## src/rtl/bcd_entry_ctrl_if.sv

```systemverilog
// Handshake bundle between the entry controller and its neighbours: switch/button
// inputs plus the accepted-digit, committed-sample and strobe outputs.
interface bcd_entry_ctrl_if;
  logic       key_n;
  logic       sign_on;
  logic [3:0] bcd_num;
  logic [2:0] bcd_press;
  logic [3:0] curr_ones, curr_tens, curr_huns;
  logic [3:0] temp_ones, temp_tens, temp_huns;
  logic       temp_neg;
  logic [3:0] prev_ones, prev_tens, prev_huns;
  logic       prev_neg;
  logic       got_value;
  logic       entry_err;
  logic       sign_mode_changed;

  modport master (
    output key_n, sign_on, bcd_num,
    input  bcd_press, curr_ones, curr_tens, curr_huns,
           temp_ones, temp_tens, temp_huns, temp_neg,
           prev_ones, prev_tens, prev_huns, prev_neg,
           got_value, entry_err, sign_mode_changed
  );

  modport slave (
    input  key_n, sign_on, bcd_num,
    output bcd_press, curr_ones, curr_tens, curr_huns,
           temp_ones, temp_tens, temp_huns, temp_neg,
           prev_ones, prev_tens, prev_huns, prev_neg,
           got_value, entry_err, sign_mode_changed
  );
endinterface

```

## src/rtl/bcd_entry_ctrl.sv

```systemverilog
// Debounced three-digit BCD entry sequencer that commits a signed temperature and
// keeps the previous committed sample alongside it.
module bcd_entry_ctrl #(
  parameter int unsigned DEBOUNCE_CYCLES = 500000
) (
  input  logic             clk,
  input  logic             rst,
  bcd_entry_ctrl_if.slave  bus
);

  localparam int CNT_W = $clog2(DEBOUNCE_CYCLES + 1);

  typedef enum logic [1:0] {
    ONES = 2'd0,
    TENS = 2'd1,
    HUNS = 2'd2,
    SHOW = 2'd3
  } state_t;

  logic             syncStage1_q, syncStage2_q;
  logic             keyLevel_q, keyLevel_d;
  logic             pressEvt_q, pressEvt_d;
  logic [CNT_W-1:0] stableCnt_q, stableCnt_d;

  state_t     state_q;
  logic [3:0] currOnes_q, currTens_q, currHuns_q;
  logic [3:0] tempOnes_q, tempTens_q, tempHuns_q;
  logic [3:0] prevOnes_q, prevTens_q, prevHuns_q;
  logic       tempNeg_q, prevNeg_q;
  logic       gotValue_q, entryErr_q, signChanged_q;
  logic       signSample_q, signSamplePrev_q;
  logic       digitOk, commitNonZero;

  // A mismatch must persist for DEBOUNCE_CYCLES consecutive cycles; any match restarts it.
  always_comb begin
    stableCnt_d = '0;
    keyLevel_d  = keyLevel_q;
    pressEvt_d  = 1'b0;
    if (syncStage2_q != keyLevel_q) begin
      if (stableCnt_q == CNT_W'(DEBOUNCE_CYCLES - 1)) begin
        keyLevel_d = syncStage2_q;
        pressEvt_d = ~syncStage2_q;
      end else begin
        stableCnt_d = stableCnt_q + 1'b1;
      end
    end
  end

  always_ff @(posedge clk) begin
    if (rst) begin
      syncStage1_q <= 1'b1;
      syncStage2_q <= 1'b1;
      keyLevel_q   <= 1'b1;
      pressEvt_q   <= 1'b0;
      stableCnt_q  <= '0;
    end else begin
      syncStage1_q <= bus.key_n;
      syncStage2_q <= syncStage1_q;
      keyLevel_q   <= keyLevel_d;
      pressEvt_q   <= pressEvt_d;
      stableCnt_q  <= stableCnt_d;
    end
  end

  assign digitOk       = (bus.bcd_num <= 4'd9);
  assign commitNonZero = |{bus.bcd_num, currTens_q, currOnes_q};

  always_ff @(posedge clk) begin
    if (rst) begin
      state_q          <= ONES;
      currOnes_q       <= '0;
      currTens_q       <= '0;
      currHuns_q       <= '0;
      tempOnes_q       <= '0;
      tempTens_q       <= '0;
      tempHuns_q       <= '0;
      tempNeg_q        <= 1'b0;
      prevOnes_q       <= '0;
      prevTens_q       <= '0;
      prevHuns_q       <= '0;
      prevNeg_q        <= 1'b0;
      gotValue_q       <= 1'b0;
      entryErr_q       <= 1'b0;
      signChanged_q    <= 1'b0;
      signSample_q     <= 1'b0;
      signSamplePrev_q <= 1'b0;
    end else begin
      gotValue_q       <= 1'b0;
      entryErr_q       <= 1'b0;
      signSample_q     <= bus.sign_on;
      signSamplePrev_q <= signSample_q;
      signChanged_q    <= (state_q == SHOW) && (signSample_q != signSamplePrev_q);
      if (pressEvt_q) begin
        case (state_q)
          ONES: begin
            if (digitOk) begin
              currOnes_q <= bus.bcd_num;
              state_q    <= TENS;
            end else begin
              entryErr_q <= 1'b1;
            end
          end
          TENS: begin
            if (digitOk) begin
              currTens_q <= bus.bcd_num;
              state_q    <= HUNS;
            end else begin
              entryErr_q <= 1'b1;
            end
          end
          HUNS: begin
            // Commit: the hundreds digit goes straight into temp_* on the same edge.
            if (digitOk) begin
              currHuns_q <= bus.bcd_num;
              prevOnes_q <= tempOnes_q;
              prevTens_q <= tempTens_q;
              prevHuns_q <= tempHuns_q;
              prevNeg_q  <= tempNeg_q;
              tempOnes_q <= currOnes_q;
              tempTens_q <= currTens_q;
              tempHuns_q <= bus.bcd_num;
              tempNeg_q  <= bus.sign_on & commitNonZero;
              gotValue_q <= 1'b1;
              state_q    <= SHOW;
            end else begin
              entryErr_q <= 1'b1;
            end
          end
          SHOW: begin
            currOnes_q <= '0;
            currTens_q <= '0;
            currHuns_q <= '0;
            state_q    <= ONES;
          end
        endcase
      end
    end
  end

  assign bus.bcd_press         = {1'b0, state_q};
  assign bus.curr_ones         = currOnes_q;
  assign bus.curr_tens         = currTens_q;
  assign bus.curr_huns         = currHuns_q;
  assign bus.temp_ones         = tempOnes_q;
  assign bus.temp_tens         = tempTens_q;
  assign bus.temp_huns         = tempHuns_q;
  assign bus.temp_neg          = tempNeg_q;
  assign bus.prev_ones         = prevOnes_q;
  assign bus.prev_tens         = prevTens_q;
  assign bus.prev_huns         = prevHuns_q;
  assign bus.prev_neg          = prevNeg_q;
  assign bus.got_value         = gotValue_q;
  assign bus.entry_err         = entryErr_q;
  assign bus.sign_mode_changed = signChanged_q;

endmodule

```

## src/flat_wrapper.sv

```systemverilog
// flat-port wrapper written by rule: the top's interface ports become plain ports
module bcd_entry_ctrl_flat 
#(
  parameter int unsigned DEBOUNCE_CYCLES = 500000
)
  (clk, rst, bus_key_n, bus_sign_on, bus_bcd_num, bus_bcd_press, bus_curr_ones, bus_curr_tens, bus_curr_huns, bus_temp_ones, bus_temp_tens, bus_temp_huns, bus_temp_neg, bus_prev_ones, bus_prev_tens, bus_prev_huns, bus_prev_neg, bus_got_value, bus_entry_err, bus_sign_mode_changed);
  bcd_entry_ctrl_if bus_i ();
  input  logic clk;
  input  logic rst;
  input wire logic [$bits(bus_i.key_n)-1:0] bus_key_n;
  input wire logic [$bits(bus_i.sign_on)-1:0] bus_sign_on;
  input wire logic [$bits(bus_i.bcd_num)-1:0] bus_bcd_num;
  output wire logic [$bits(bus_i.bcd_press)-1:0] bus_bcd_press;
  output wire logic [$bits(bus_i.curr_ones)-1:0] bus_curr_ones;
  output wire logic [$bits(bus_i.curr_tens)-1:0] bus_curr_tens;
  output wire logic [$bits(bus_i.curr_huns)-1:0] bus_curr_huns;
  output wire logic [$bits(bus_i.temp_ones)-1:0] bus_temp_ones;
  output wire logic [$bits(bus_i.temp_tens)-1:0] bus_temp_tens;
  output wire logic [$bits(bus_i.temp_huns)-1:0] bus_temp_huns;
  output wire logic [$bits(bus_i.temp_neg)-1:0] bus_temp_neg;
  output wire logic [$bits(bus_i.prev_ones)-1:0] bus_prev_ones;
  output wire logic [$bits(bus_i.prev_tens)-1:0] bus_prev_tens;
  output wire logic [$bits(bus_i.prev_huns)-1:0] bus_prev_huns;
  output wire logic [$bits(bus_i.prev_neg)-1:0] bus_prev_neg;
  output wire logic [$bits(bus_i.got_value)-1:0] bus_got_value;
  output wire logic [$bits(bus_i.entry_err)-1:0] bus_entry_err;
  output wire logic [$bits(bus_i.sign_mode_changed)-1:0] bus_sign_mode_changed;
  assign bus_i.key_n = bus_key_n;
  assign bus_i.sign_on = bus_sign_on;
  assign bus_i.bcd_num = bus_bcd_num;
  assign bus_bcd_press = bus_i.bcd_press;
  assign bus_curr_ones = bus_i.curr_ones;
  assign bus_curr_tens = bus_i.curr_tens;
  assign bus_curr_huns = bus_i.curr_huns;
  assign bus_temp_ones = bus_i.temp_ones;
  assign bus_temp_tens = bus_i.temp_tens;
  assign bus_temp_huns = bus_i.temp_huns;
  assign bus_temp_neg = bus_i.temp_neg;
  assign bus_prev_ones = bus_i.prev_ones;
  assign bus_prev_tens = bus_i.prev_tens;
  assign bus_prev_huns = bus_i.prev_huns;
  assign bus_prev_neg = bus_i.prev_neg;
  assign bus_got_value = bus_i.got_value;
  assign bus_entry_err = bus_i.entry_err;
  assign bus_sign_mode_changed = bus_i.sign_mode_changed;
  bcd_entry_ctrl #(.DEBOUNCE_CYCLES(DEBOUNCE_CYCLES)) u_core (.clk(clk), .rst(rst), .bus(bus_i));
endmodule
```

## config.mk

```make
export PLATFORM = sky130hd
export DESIGN_NAME = bcd_entry_ctrl_flat
export DESIGN_NICKNAME = d
export VERILOG_FILES = /design/src/rtl/bcd_entry_ctrl_if.sv /design/src/rtl/bcd_entry_ctrl.sv /design/src/flat_wrapper.sv
export SDC_FILE = /design/constraint.sdc
export NUM_CORES = 1
export LEC_CHECK = 0
export CAP_MARGIN = 5
export CORE_AREA = 3 3 79 81
export DETAILED_ROUTE_END_ITERATION = 7
export DIE_AREA = 0 0 82 84
export PLACE_DENSITY = 0.75
export SYNTH_ARGS = -nofsm -noshare
export SYNTH_HDL_FRONTEND = slang
export SYNTH_SLANG_ARGS = --single-unit
```

## constraint.sdc

```tcl
create_clock -name clk -period 3.7 [get_ports clk]
set_clock_uncertainty 0.15 [all_clocks]
set_input_delay 0.37 -clock clk [delete_from_list [all_inputs] [get_ports clk]]
set_output_delay 0.37 -clock clk [all_outputs]
set_load 0.02 [all_outputs]
```

# Yosys cells after proc, flatten, opt, wreduce, memory -nomap -nowiden
# Index checks and enable logic that the tools add are counted.
# Widths: inputs -> output; s select.
dict set report op_classes {
  n_eq_ne 9
  reduce_logical 17
  order_cmp 1
  addsub 1
  n_mux 10
  bitwise_logic 7
}
# operator count
set op_table {}
lappend op_table {{$pmux 4 s2} 3}
lappend op_table {{$add 19x1->19 const B} 1}
lappend op_table {{$eq 19x19->1 const B} 1}
lappend op_table {{$reduce_or 3->1} 5}
lappend op_table {{$reduce_and 3->1} 4}
lappend op_table {{$reduce_or 12->1} 1}
lappend op_table {{$pmux 2 s4} 1}
lappend op_table {{$mux 2} 3}
lappend op_table {{$ne 2x1->1 const B} 3}
lappend op_table {{$not 1->1} 6}
lappend op_table {{$reduce_bool 2->1} 3}
lappend op_table {{$eq 2x2->1 const B} 2}
lappend op_table {{$le 4x4->1 const B} 1}
lappend op_table {{$mux 4} 1}
lappend op_table {{$reduce_and 4->1} 1}
lappend op_table {{$eq 2x1->1 const B} 1}
lappend op_table {{$logic_not 2->1} 1}
lappend op_table {{$mux 1} 2}
lappend op_table {{$ne 1x1->1} 2}
lappend op_table {{$reduce_and 2->1} 1}
lappend op_table {{$and 1x1->1} 1}
lappend op_table {{$logic_and 1x1->1} 1}
dict set report totals {
  word_cells 67
  out_inout_bits 44
  in_bits 8
  register_bits 68
}

# Longest topological paths before layout
# Gate-level depths: netlist (run 1).
dict set report logic_depth {
  depth_word 4
  ltp_mapped 7
  depth_no_buf 6
}

# Worst setup path after synthesis (run 1)
# Ideal clock, no wire load.
dict set report synth_path {
  kind {flip-flop to flip-flop}
  start {register u_core.state_q[1]}
  end {register u_core.tempOnes_q[3], in the netlist u_core.bus.temp_ones[3]}
  t_arrival_ps 1607
  synth_period_minus_slack_ps 1828
  setup_time_ps 71
  setup_slack_ps 1872
  path_buffers 2
  path_stages_with_launch 7
  required_time_ps 3479
  path_cell_list {dfxtp_1 -> ha_1 -> and3_1 -> clkbuf_1 -> clkbuf_1 -> nand2_1 -> a21oi_1}
}
dict set report synth_via {
  elab_chain_len 2
}
# item line_no
set synth_lines {}
lappend synth_lines {{from (decl)} bcd_entry_ctrl.sv:25} ;# state_t state_q;
lappend synth_lines {{from (signal assigned)} bcd_entry_ctrl.sv:70} ;# state_q <= ONES;
lappend synth_lines {{from (signal assigned)} bcd_entry_ctrl.sv:98} ;# state_q <= TENS;
lappend synth_lines {{from (signal assigned)} bcd_entry_ctrl.sv:106} ;# state_q <= HUNS;
lappend synth_lines {{$eq 2x2->1} bcd_entry_ctrl.sv:94} ;# case (state_q)
lappend synth_lines {{$reduce_and 3->1 (no line)} n/a}
lappend synth_lines {{to (signal assigned)} bcd_entry_ctrl.sv:119} ;# tempOnes_q <= currOnes_q;
lappend synth_lines {{to (decl)} bcd_entry_ctrl.sv:27} ;# logic [3:0] tempOnes_q, tempTens_q, tempHuns_q;
# Every way passes these cells.
# A chain may end at the register's enable or synchronous reset.

# Worst setup path in the final report (run 1)
dict set report layout_path {
  start {input bus_bcd_num[1]}
  end {register u_core.gotValue_q, in the netlist u_core.bus.got_value}
}
dict set report layout_via {
  elab_chain_len 2
}
# item line_no
set layout_lines {}
lappend layout_lines {{from (decl)} flat_wrapper.sv:12} ;# input wire logic [$bits(bus_i.bcd_num)-1:0] bus_bcd_num;
lappend layout_lines {{$le 4x4->1} bcd_entry_ctrl.sv:65} ;# assign digitOk = (bus.bcd_num <= 4'd9);
lappend layout_lines {{$mux 1} bcd_entry_ctrl.sv:113} ;# if (digitOk) begin
lappend layout_lines {{to (signal assigned)} bcd_entry_ctrl.sv:82} ;# gotValue_q <= 1'b0;
lappend layout_lines {{to (signal assigned)} bcd_entry_ctrl.sv:88} ;# gotValue_q <= 1'b0;
lappend layout_lines {{to (signal assigned)} bcd_entry_ctrl.sv:123} ;# gotValue_q <= 1'b1;
lappend layout_lines {{to (decl)} bcd_entry_ctrl.sv:30} ;# logic gotValue_q, entryErr_q, signChanged_q;
# Every way passes these cells.

==> flow_metrics.tcl, run 1 <==
set metrics [dict create \
    maxCapViolCount 0 \
    synth_seq_cells 68 \
    synth_cells 318 \
    fin_setup_tns_ps 0 \
    hp-class "flip-flop to flip-flop" \
    pin_count 52 \
    period_share_pct 62.86 \
    cts-hold-fix-buffers 0 \
    critPathKind "input pin to flip-flop" \
    cts_sinks 68 \
    nets 379 \
    path_clk_slew_ps 70 \
    peakVddDrop_mv 0.3116 \
    postCtsSetupBuffers 0 \
    wl_met3_um 421 \
    clockBufferDepth 2 \
    routabilityCongestion 0.8583 \
    cts_resized 0 \
    met2_length_mm 3.005 \
    arrival_ps 2450 \
    drt-pass1-iter-count 4 \
    postSynth.asyncResetShare_pct 0 \
    root_buffer "clkbuf_8" \
    highest_layer "met4" \
    area_growth_pct 28.70 \
    tightest_slew_ps 1028 \
    htreeDepth 3 \
    grt_pass1_vias 2238 \
    finalWirelength_mm 6.302 \
    min_path_cells 1 \
    startpoint_type "input pin" \
    grt.total_usage_pct 19.76 \
    cp_max_fo 27 \
    p_leak_nw 1.179 \
    finalHoldViolations 0 \
    min_period_ps 2326 \
    syn_nets 332 \
    layout_common_cells "68 x dfxtp_1, 59 x nand2_1, 50 x clkdlybuf4s50_1, 34 x nor2_1, 31 x a21oi_1" \
    start_util_pct 49.57 \
    outcome "finished, final reports clean" \
    post-dp-hpwl_mm 4.230 \
    end_kind "flip-flop" \
    dominantRegCellSynth "dfxtp_1" \
    synth_cell_types 37 \
    r2r_cells 4 \
    fp.coreArea_um2 5540 \
    globalRouteOverflowTotal 0 \
    vias 2293 \
    final_common_cell "dfxtp_1" \
    max_stage_delay_ps 780 \
    clk-insertion-delay-late_ps 340 \
    finalNonFillerCells 442 \
    drive_above_1_share_pct 6.486 \
    numCtsBuffers 9 \
    rsz0062_at_grt "no" \
    diodes 0 \
    die_w_um 82 \
    wl_per_cell_um 14.26 \
    drc 0 \
    ys_seq_area_share_pct 49.57 \
    synth_edf_count 0 \
    row_count 27 \
    tritoncts "done" \
    setup_viol 0 \
    cp_cell_sequence "clkdlybuf4s50_1 -> o21ai_1 -> nand3_1 -> buf_4 -> nor2_1" \
    vias_per_cell 5.188 \
    yosysWarnings 0 \
    die_area_um2 6888 \
    port_buffers 50 \
    grt_max_degree 49 \
    synth.cell_area_um2 2746 \
    crit_path_top_delay_cell "nand3_1" \
    die_y_um 84 \
    antenna_found_initial 0 \
    grt_pass1_wl_mm 10.56 \
    p_per_area_nw_per_um2 434.8 \
    slew_viol_final 0 \
    dr.first_iter.drc_count 130 \
    required_ps 3830 \
    relSlewSlack_pct 31.30 \
    avgSynthCellArea_um2 8.636 \
    fmax_ghz 0.4300 \
    fillers 452 \
    met1_length_mm 2.736 \
    dp.cells 426 \
    ant_nets 0 \
]
[critical path: cells and delay by family]
family	cells	cell delay [ps]
simple gates	2	860
compound gates	1	320
buf+inv	2	900
[per-layer routing]
| metal | vias to the layer above | global-route usage, % |
|---|---|---|
| li1 | 1161 | - |
| met1 | 1061 | 24.75 |
| met2 | 61 | 29.24 |
| met3 | 10 | 8.099 |
| met4 | 0 | 8.912 |
| met5 | - | 0 |
[synth_stat cells (2+ instances only)]
cell | instances | share of area, %
mux2i_1 | 13 | 4.7
o21ai_1 | 2 | 0.36
a21o_1 | 2 | 0.55
or2_2 | 2 | 0.46
inv_1 | 7 | 0.96
or4_1 | 2 | 0.55
ha_1 | 6 | 2.7
nor3_1 | 5 | 0.91
xnor2_1 | 8 | 2.6
and4_1 | 2 | 0.64
o21ai_0 | 6 | 1.1
nor4_1 | 6 | 1.4
nor2b_1 | 6 | 1.4
and3_1 | 3 | 0.68
buf_2 | 2 | 0.36
nand2_1 | 59 | 8.1
nand4_1 | 7 | 1.6
nor4b_1 | 3 | 0.96
nor2_1 | 34 | 4.6
xor2_1 | 9 | 2.9
a21oi_1 | 31 | 5.6
clkbuf_1 | 11 | 1.5
nand3_1 | 11 | 2.0
dfxtp_1 | 68 | 50
[layout make-up]
| cell class | count | area, µm² | area share [%] |
|---|---|---|---|
| Clock inverter | 4 | 95.09 | 2.690 |
| Multi-Input combinational cell | 227 | 1291 | 36.53 |
| Clock buffer | 12 | 155.1 | 4.389 |
| Sequential cell | 68 | 1361 | 38.51 |
| Timing Repair Buffer | 52 | 515.5 | 14.58 |
| Inverter | 7 | 26.28 | 0.7434 |
| Tap cell | 72 | 90.09 | 2.549 |
[registers in the layout, indices dropped and copies added, names as in the netlist, 2 cells and up]
name	count
u_core.stableCnt_q	19
u_core.bus.curr_huns	4
u_core.bus.curr_ones	4
u_core.bus.curr_tens	4
u_core.bus.prev_huns	4
u_core.bus.prev_ones	4
u_core.bus.prev_tens	4
u_core.bus.temp_huns	4
u_core.bus.temp_ones	4
u_core.bus.temp_tens	4
u_core.state_q	2
[cell families (layout without fill, tap and decap cells)]
| kind of cell | Yosys count | after routing | synth area share (%) |
|---|---|---|---|
| adders and majority gates | 6 | 6 | 2.733 |
| xor gates and xnor gates | 17 | 17 | 5.422 |
| muxes | 13 | 13 | 4.738 |
| and+or+nand+nor | 144 | 144 | 24.74 |
| DFF | 68 | 68 | 49.57 |
| buffers and inverters | 23 | 75 | 3.417 |
| other | 1 | 1 | 0.1365 |
| AOI/OAI and AO/OA | 46 | 46 | 9.249 |
[per-stage QoR]
stage	setup slack [ps]	power [mW]	cell area (µm²)	hold WS, ps	utilization (%)
CTS	1387	1.551	3535	286.2	63.80
detailed placement	1070	0.7967	3284	260.9	59.28
global route	1247	1.590	3535	296.8	63.80
finish	1374	1.537	3535	280.3	63.80
floorplan	1872	0.7794	2746	239.5	-
global placement	1109	0.7963	3284	251.2	59.28
[where the power goes]
part / switching, mW / leakage [nW] / internal (mW) / total [mW]
clock network: 0.273 / 0.127 / 0.484 / 0.757
logic: 0.0252 / 0.504 / 0.0168 / 0.0420
registers: 0.00327 / 0.549 / 0.735 / 0.738
total: 0.301 / 1.18 / 1.24 / 1.54
[path summary, 6_finish.rpt]
| path | from | endpoint | slack [ps] |
|---|---|---|---|
| setup / recovery | bus_bcd_num[1] | u_core.bus.got_value$_SDFF_PP0_ | 1370 |
| hold / removal | u_core.syncStage1_q$_SDFF_PP1_ | u_core.syncStage2_q$_SDFF_PP1_ | 280 |
| setup reg to reg | u_core.stableCnt_q[8]$_SDFF_PP0_ | u_core.stableCnt_q[2]$_SDFF_PP0_ | 1510 |
| hold reg to reg | u_core.syncStage1_q$_SDFF_PP1_ | u_core.syncStage2_q$_SDFF_PP1_ | 280 |
Note: power is estimated with default switching activity, not from simulation.
==> run 2: changes to the inputs <==
- clock period: 3.7 -> 2.15 ns (I/O delays scaled with it)
==> flow_metrics.tcl, run 2 (same netlist as run 1, synthesis figures left out) <==
set metrics [dict create \
    outcome "finished, final reports clean" \
    htreeDepth 3 \
    ant_nets 0 \
    layout_common_cells "68 x dfxtp_1, 59 x nand2_1, 50 x clkdlybuf4s50_1, 34 x nor2_1, 31 x a21oi_1" \
    slew_viol_final 0 \
    area_growth_pct 31.25 \
    critPathKind "flip-flop to flip-flop" \
    min_period_ps 1925 \
    peakVddDrop_mv 0.5514 \
    root_buffer "clkbuf_8" \
    end_kind "flip-flop" \
    die_y_um 84 \
    fin_ws_ps 224.8 \
    grt_max_degree 32 \
    fin_setup_tns_ps 0 \
    largest_reg_flops 19 \
    top_register "u_core.stableCnt_q" \
    finalHoldWorstSlack_ps 280.8 \
    grt_pass1_vias 2320 \
    wl_per_cell_um 14.26 \
    clockBufferDepth 2 \
    antenna_found_initial 0 \
    pin_count 52 \
    finalHoldViolations 0 \
    setup_viol 0 \
    required_ps 2280 \
    dr.first_iter.drc_count 125 \
    row_count 27 \
    r2r_setup_slack_ps 220 \
    cts_sinks 68 \
    final_area_um2 3605 \
    fmax_ghz 0.5194 \
    maxCapViolCount 0 \
    cts-hold-fix-buffers 0 \
    hp-class "flip-flop to flip-flop" \
    min_path_cells 1 \
    p_per_area_nw_per_um2 700.0 \
    dp.cells 437 \
    globalRouteOverflowTotal 0 \
    grt.total_usage_pct 20.41 \
    cp_max_fo 6 \
    numCtsBuffers 9 \
    grt_pass1_wl_mm 10.85 \
    startpoint "u_core.stableCnt_q[8]$_SDFF_PP0_" \
    finalNonFillerCells 453 \
    drc 0 \
    routabilityCongestion 0.8198 \
    fp.coreArea_um2 5540 \
    cts_resized 0 \
    drive_above_1_share_pct 9.449 \
    finalWirelength_mm 6.462 \
    dpl_cell_area_um2 3379 \
    die_area_um2 6888 \
    clk-insertion-delay-late_ps 350 \
    hold_start "u_core.syncStage1_q$_SDFF_PP1_" \
    diodes 0 \
    vias_per_cell 5.234 \
    period_share_pct 89.54 \
    arrival_ps 2060 \
    port_buffers 50 \
    postCtsSetupBuffers 0 \
    drt-pass1-iter-count 4 \
    nets 390 \
    vias 2371 \
    startpoint_type "flip-flop" \
    p_leak_nw 1.228 \
    r2r_cells 4 \
    die_w_um 82 \
    preCtsSetupSlack_ps 261.0 \
    post-dp-hpwl_mm 4.445 \
    start_util_pct 49.57 \
    tritoncts "done" \
    final_common_cell "dfxtp_1" \
    r2r-start "u_core.stableCnt_q[8]$_SDFF_PP0_" \
    rsz0062_at_grt "no" \
    path_clk_slew_ps 70 \
]
-- run 2: cell count changes in the layout (fill, tap and decap cells not counted), sizes merged --
cell    previous run  this run
buf                2        13
bufinv             3         2
clkbuf            12        10
clkinv             1         4
-- run 2: metal layers --
layer | part of all wire [%] | up-vias | track usage [%]
li1 | - | 1191 | -
met1 | 43 | 1113 | 24.33
met2 | 49 | 55 | 31.81
met3 | 6.4 | 12 | 9.287
met4 | 1.6 | 0 | 7.402
met5 | 0 | - | 0
-- run 2: power by group --
group	internal [mW]	switching [mW]
clock	0.684	0.490
combinational	0.0333	0.0456
sequential	1.26	0.00578
total	1.98	0.542
-- run 2: path summary, 6_finish.rpt --
kind | end
min | u_core.syncStage2_q$_SDFF_PP1_
max reg2reg | u_core.stableCnt_q[17]$_SDFF_PP0_
min reg2reg | u_core.syncStage2_q$_SDFF_PP1_
max | u_core.stableCnt_q[17]$_SDFF_PP0_
-- run 2: through the flow --
stage	util [%]	total power, mW
2_1_floorplan	-	1.341
3_3_place_gp	61.00	1.376
3_5_place_dp	61.00	1.377
4_1_cts	65.06	2.549
5_1_grt	65.06	2.607
6_report	65.06	2.523
-- run 2: critical path, cell delays in order (launching register included) --
cell     delay [ps]
dfxtp_1         450
nand4_2         200
or3_4           440
or4_4           490
a21oi_2         130
-- run 2: area by class of cell --
| class | instances | area, µm² |
|---|---|---|
| inverters | 7 | 26.28 |
| multi-input cells | 227 | 1291 |
| fillers | 477 | 1936 |
| well taps | 72 | 90.09 |
| flip-flops and latches | 68 | 1361 |
| repair buffers | 63 | 610.6 |
| clock buffers | 10 | 137.6 |
| clock inverters | 6 | 87.58 |
==> run 3: changes to the inputs <==
- RECOVER_POWER: not set -> 25
==> flow_metrics.tcl, run 3 (same netlist as run 1, synthesis figures left out) <==
set metrics [dict create \
    outcome "finished, final reports clean" \
    cp_cell_sequence "nand4_2 -> or3_4 -> or4_4 -> a21oi_2" \
    max_stage_delay_ps 490 \
    globalRouteOverflowTotal 0 \
    antenna_found_initial 0 \
    cp_max_fo 6 \
    maxCapViolCount 0 \
    hp-class "flip-flop to flip-flop" \
    wl_per_cell_um 14.25 \
    dp.cells 437 \
    clockBufferDepth 2 \
    top_register "u_core.stableCnt_q" \
    largest_reg_flops 19 \
    wl_met3_um 448 \
    p_leak_nw 1.286 \
    nets 390 \
    fmax_ghz 0.5194 \
    critPathKind "flip-flop to flip-flop" \
    finalHoldViolations 0 \
    peakVddDrop_mv 0.5560 \
    area_growth_pct 31.12 \
    finalNonFillerCells 453 \
    start_util_pct 49.57 \
    drt-pass1-iter-count 4 \
    die_y_um 84 \
    htreeDepth 3 \
    tightest_slew_ps 772.3 \
    preCtsSetupSlack_ps 261.0 \
    dr.first_iter.drc_count 125 \
    slew_viol_final 0 \
    grt.total_usage_pct 20.41 \
    setup_viol 0 \
    ant_nets 0 \
    multiInputGateArea_um2 1291 \
    r2r_setup_slack_ps 220 \
    dpl_cell_area_um2 3379 \
    fin_ws_ps 224.8 \
    cts-hold-fix-buffers 0 \
    drive_above_1_share_pct 9.186 \
    relSlewSlack_pct 48.51 \
    end_kind "flip-flop" \
    numCtsBuffers 9 \
    fp.coreArea_um2 5540 \
    post-dp-hpwl_mm 4.445 \
    fillers 479 \
    min_period_ps 1925 \
    drc 0 \
    arrival_ps 2060 \
    pin_count 52 \
    routabilityCongestion 0.8198 \
    diodes 0 \
    highest_layer "met4" \
    min_path_cells 1 \
    tritoncts "done" \
    met1_length_mm 2.724 \
    fin_setup_tns_ps 0 \
    cts_sinks 68 \
    grt_pass1_vias 2320 \
    finalWirelength_mm 6.454 \
    clk-insertion-delay-late_ps 350 \
    hold_start "u_core.syncStage1_q$_SDFF_PP1_" \
    cts_resized 0 \
    startpoint_type "flip-flop" \
    root_buffer "clkbuf_8" \
    rsz0062_at_grt "no" \
    die_area_um2 6888 \
    grt_max_degree 32 \
    p_per_area_nw_per_um2 700.9 \
    vias 2383 \
    die_w_um 82 \
    seqCellArea_um2 1361 \
    min_to "u_core.syncStage2_q$_SDFF_PP1_" \
    grt_pass1_wl_mm 10.85 \
    path_clk_slew_ps 70 \
    vias_per_cell 5.260 \
    layout_common_cells "68 x dfxtp_1, 59 x nand2_1, 34 x nor2_1, 32 x clkdlybuf4s50_1, 31 x a21oi_1" \
    r2r-start "u_core.stableCnt_q[8]$_SDFF_PP0_" \
    reg2reg_to "u_core.stableCnt_q[17]$_SDFF_PP0_" \
    port_buffers 50 \
    crit_path_top_delay_cell "or4_4" \
    final_common_cell "dfxtp_1" \
    row_count 27 \
    period_share_pct 89.54 \
    r2r_cells 4 \
    met2_length_mm 3.185 \
    final_area_um2 3601 \
    required_ps 2280 \
    postCtsSetupBuffers 0 \
]
run 3: cell count changes in the layout (fill, tap and decap cells not counted):
cell	previous run	this run
dlygate4sd3_1	0	18
clkdlybuf4s50_1	50	32
buf_4	12	11
clkbuf_1	0	1
run 3: critical path: cells and delay by family (launching register included):
kind,cells,cell delay (ps)
DFF,1,450
and+or+nand+nor,3,1130
AOI/OAI and AO/OA,1,130
run 3: final cells by class:
cell class,count,share of cell area [%]
timing repair buffer,63,16.85
inverter,7,0.7297
clock buffer,10,3.822
tap,72,2.502
multi-input combinational,227,35.86
clock inverter,6,2.432
sequential,68,37.80
run 3: report_power, final:
| group | internal, mW | switching [mW] | total [mW] |
|---|---|---|---|
| Sequential | 1.26 | 0.00575 | 1.27 |
| Combinational | 0.0320 | 0.0458 | 0.0779 |
| Clock | 0.684 | 0.492 | 1.18 |
| Total | 1.98 | 0.544 | 2.52 |
run 3: layer usage:
layer | global-route usage, % | vias to the layer above
li1 | - | 1192
met1 | 24.33 | 1114
met2 | 31.81 | 65
met3 | 9.287 | 12
met4 | 7.402 | 0
met5 | 0 | -
run 3: worst max-delay path by stage:
| stage | from | endpoint | slack, ps | cells past startpoint |
|---|---|---|---|---|
| after floorplan | u_core.state_q[1]$_SDFFE_PP0P_ | u_core.bus.temp_ones[3]$_SDFFE_PP0P_ | 320 | 6 |
| after global placement | u_core.stableCnt_q[9]$_SDFF_PP0_ | u_core.stableCnt_q[17]$_SDFF_PP0_ | 280 | 4 |
| after detailed placement | bus_bcd_num[2] | u_core.bus.curr_ones[3]$_SDFFE_PP0P_ | 260 | 7 |
| after CTS | u_core.stableCnt_q[0]$_SDFF_PP0_ | u_core.stableCnt_q[18]$_SDFF_PP0_ | 220 | 4 |
| after global routing | u_core.stableCnt_q[0]$_SDFF_PP0_ | u_core.stableCnt_q[16]$_SDFF_PP0_ | 40 | 5 |
| final | u_core.stableCnt_q[8]$_SDFF_PP0_ | u_core.stableCnt_q[17]$_SDFF_PP0_ | 220 | 4 |
run 3: through the flow:
stage               hold WS (ps)  utilization [%]  total power [mW]
finish                     280.7            65.00             2.524
global route               295.8            65.00             2.606
CTS                        288.5            65.06             2.549
detailed placement         261.5            61.00             1.377
global placement           249.3            61.00             1.376
floorplan                  168.8                -             1.341
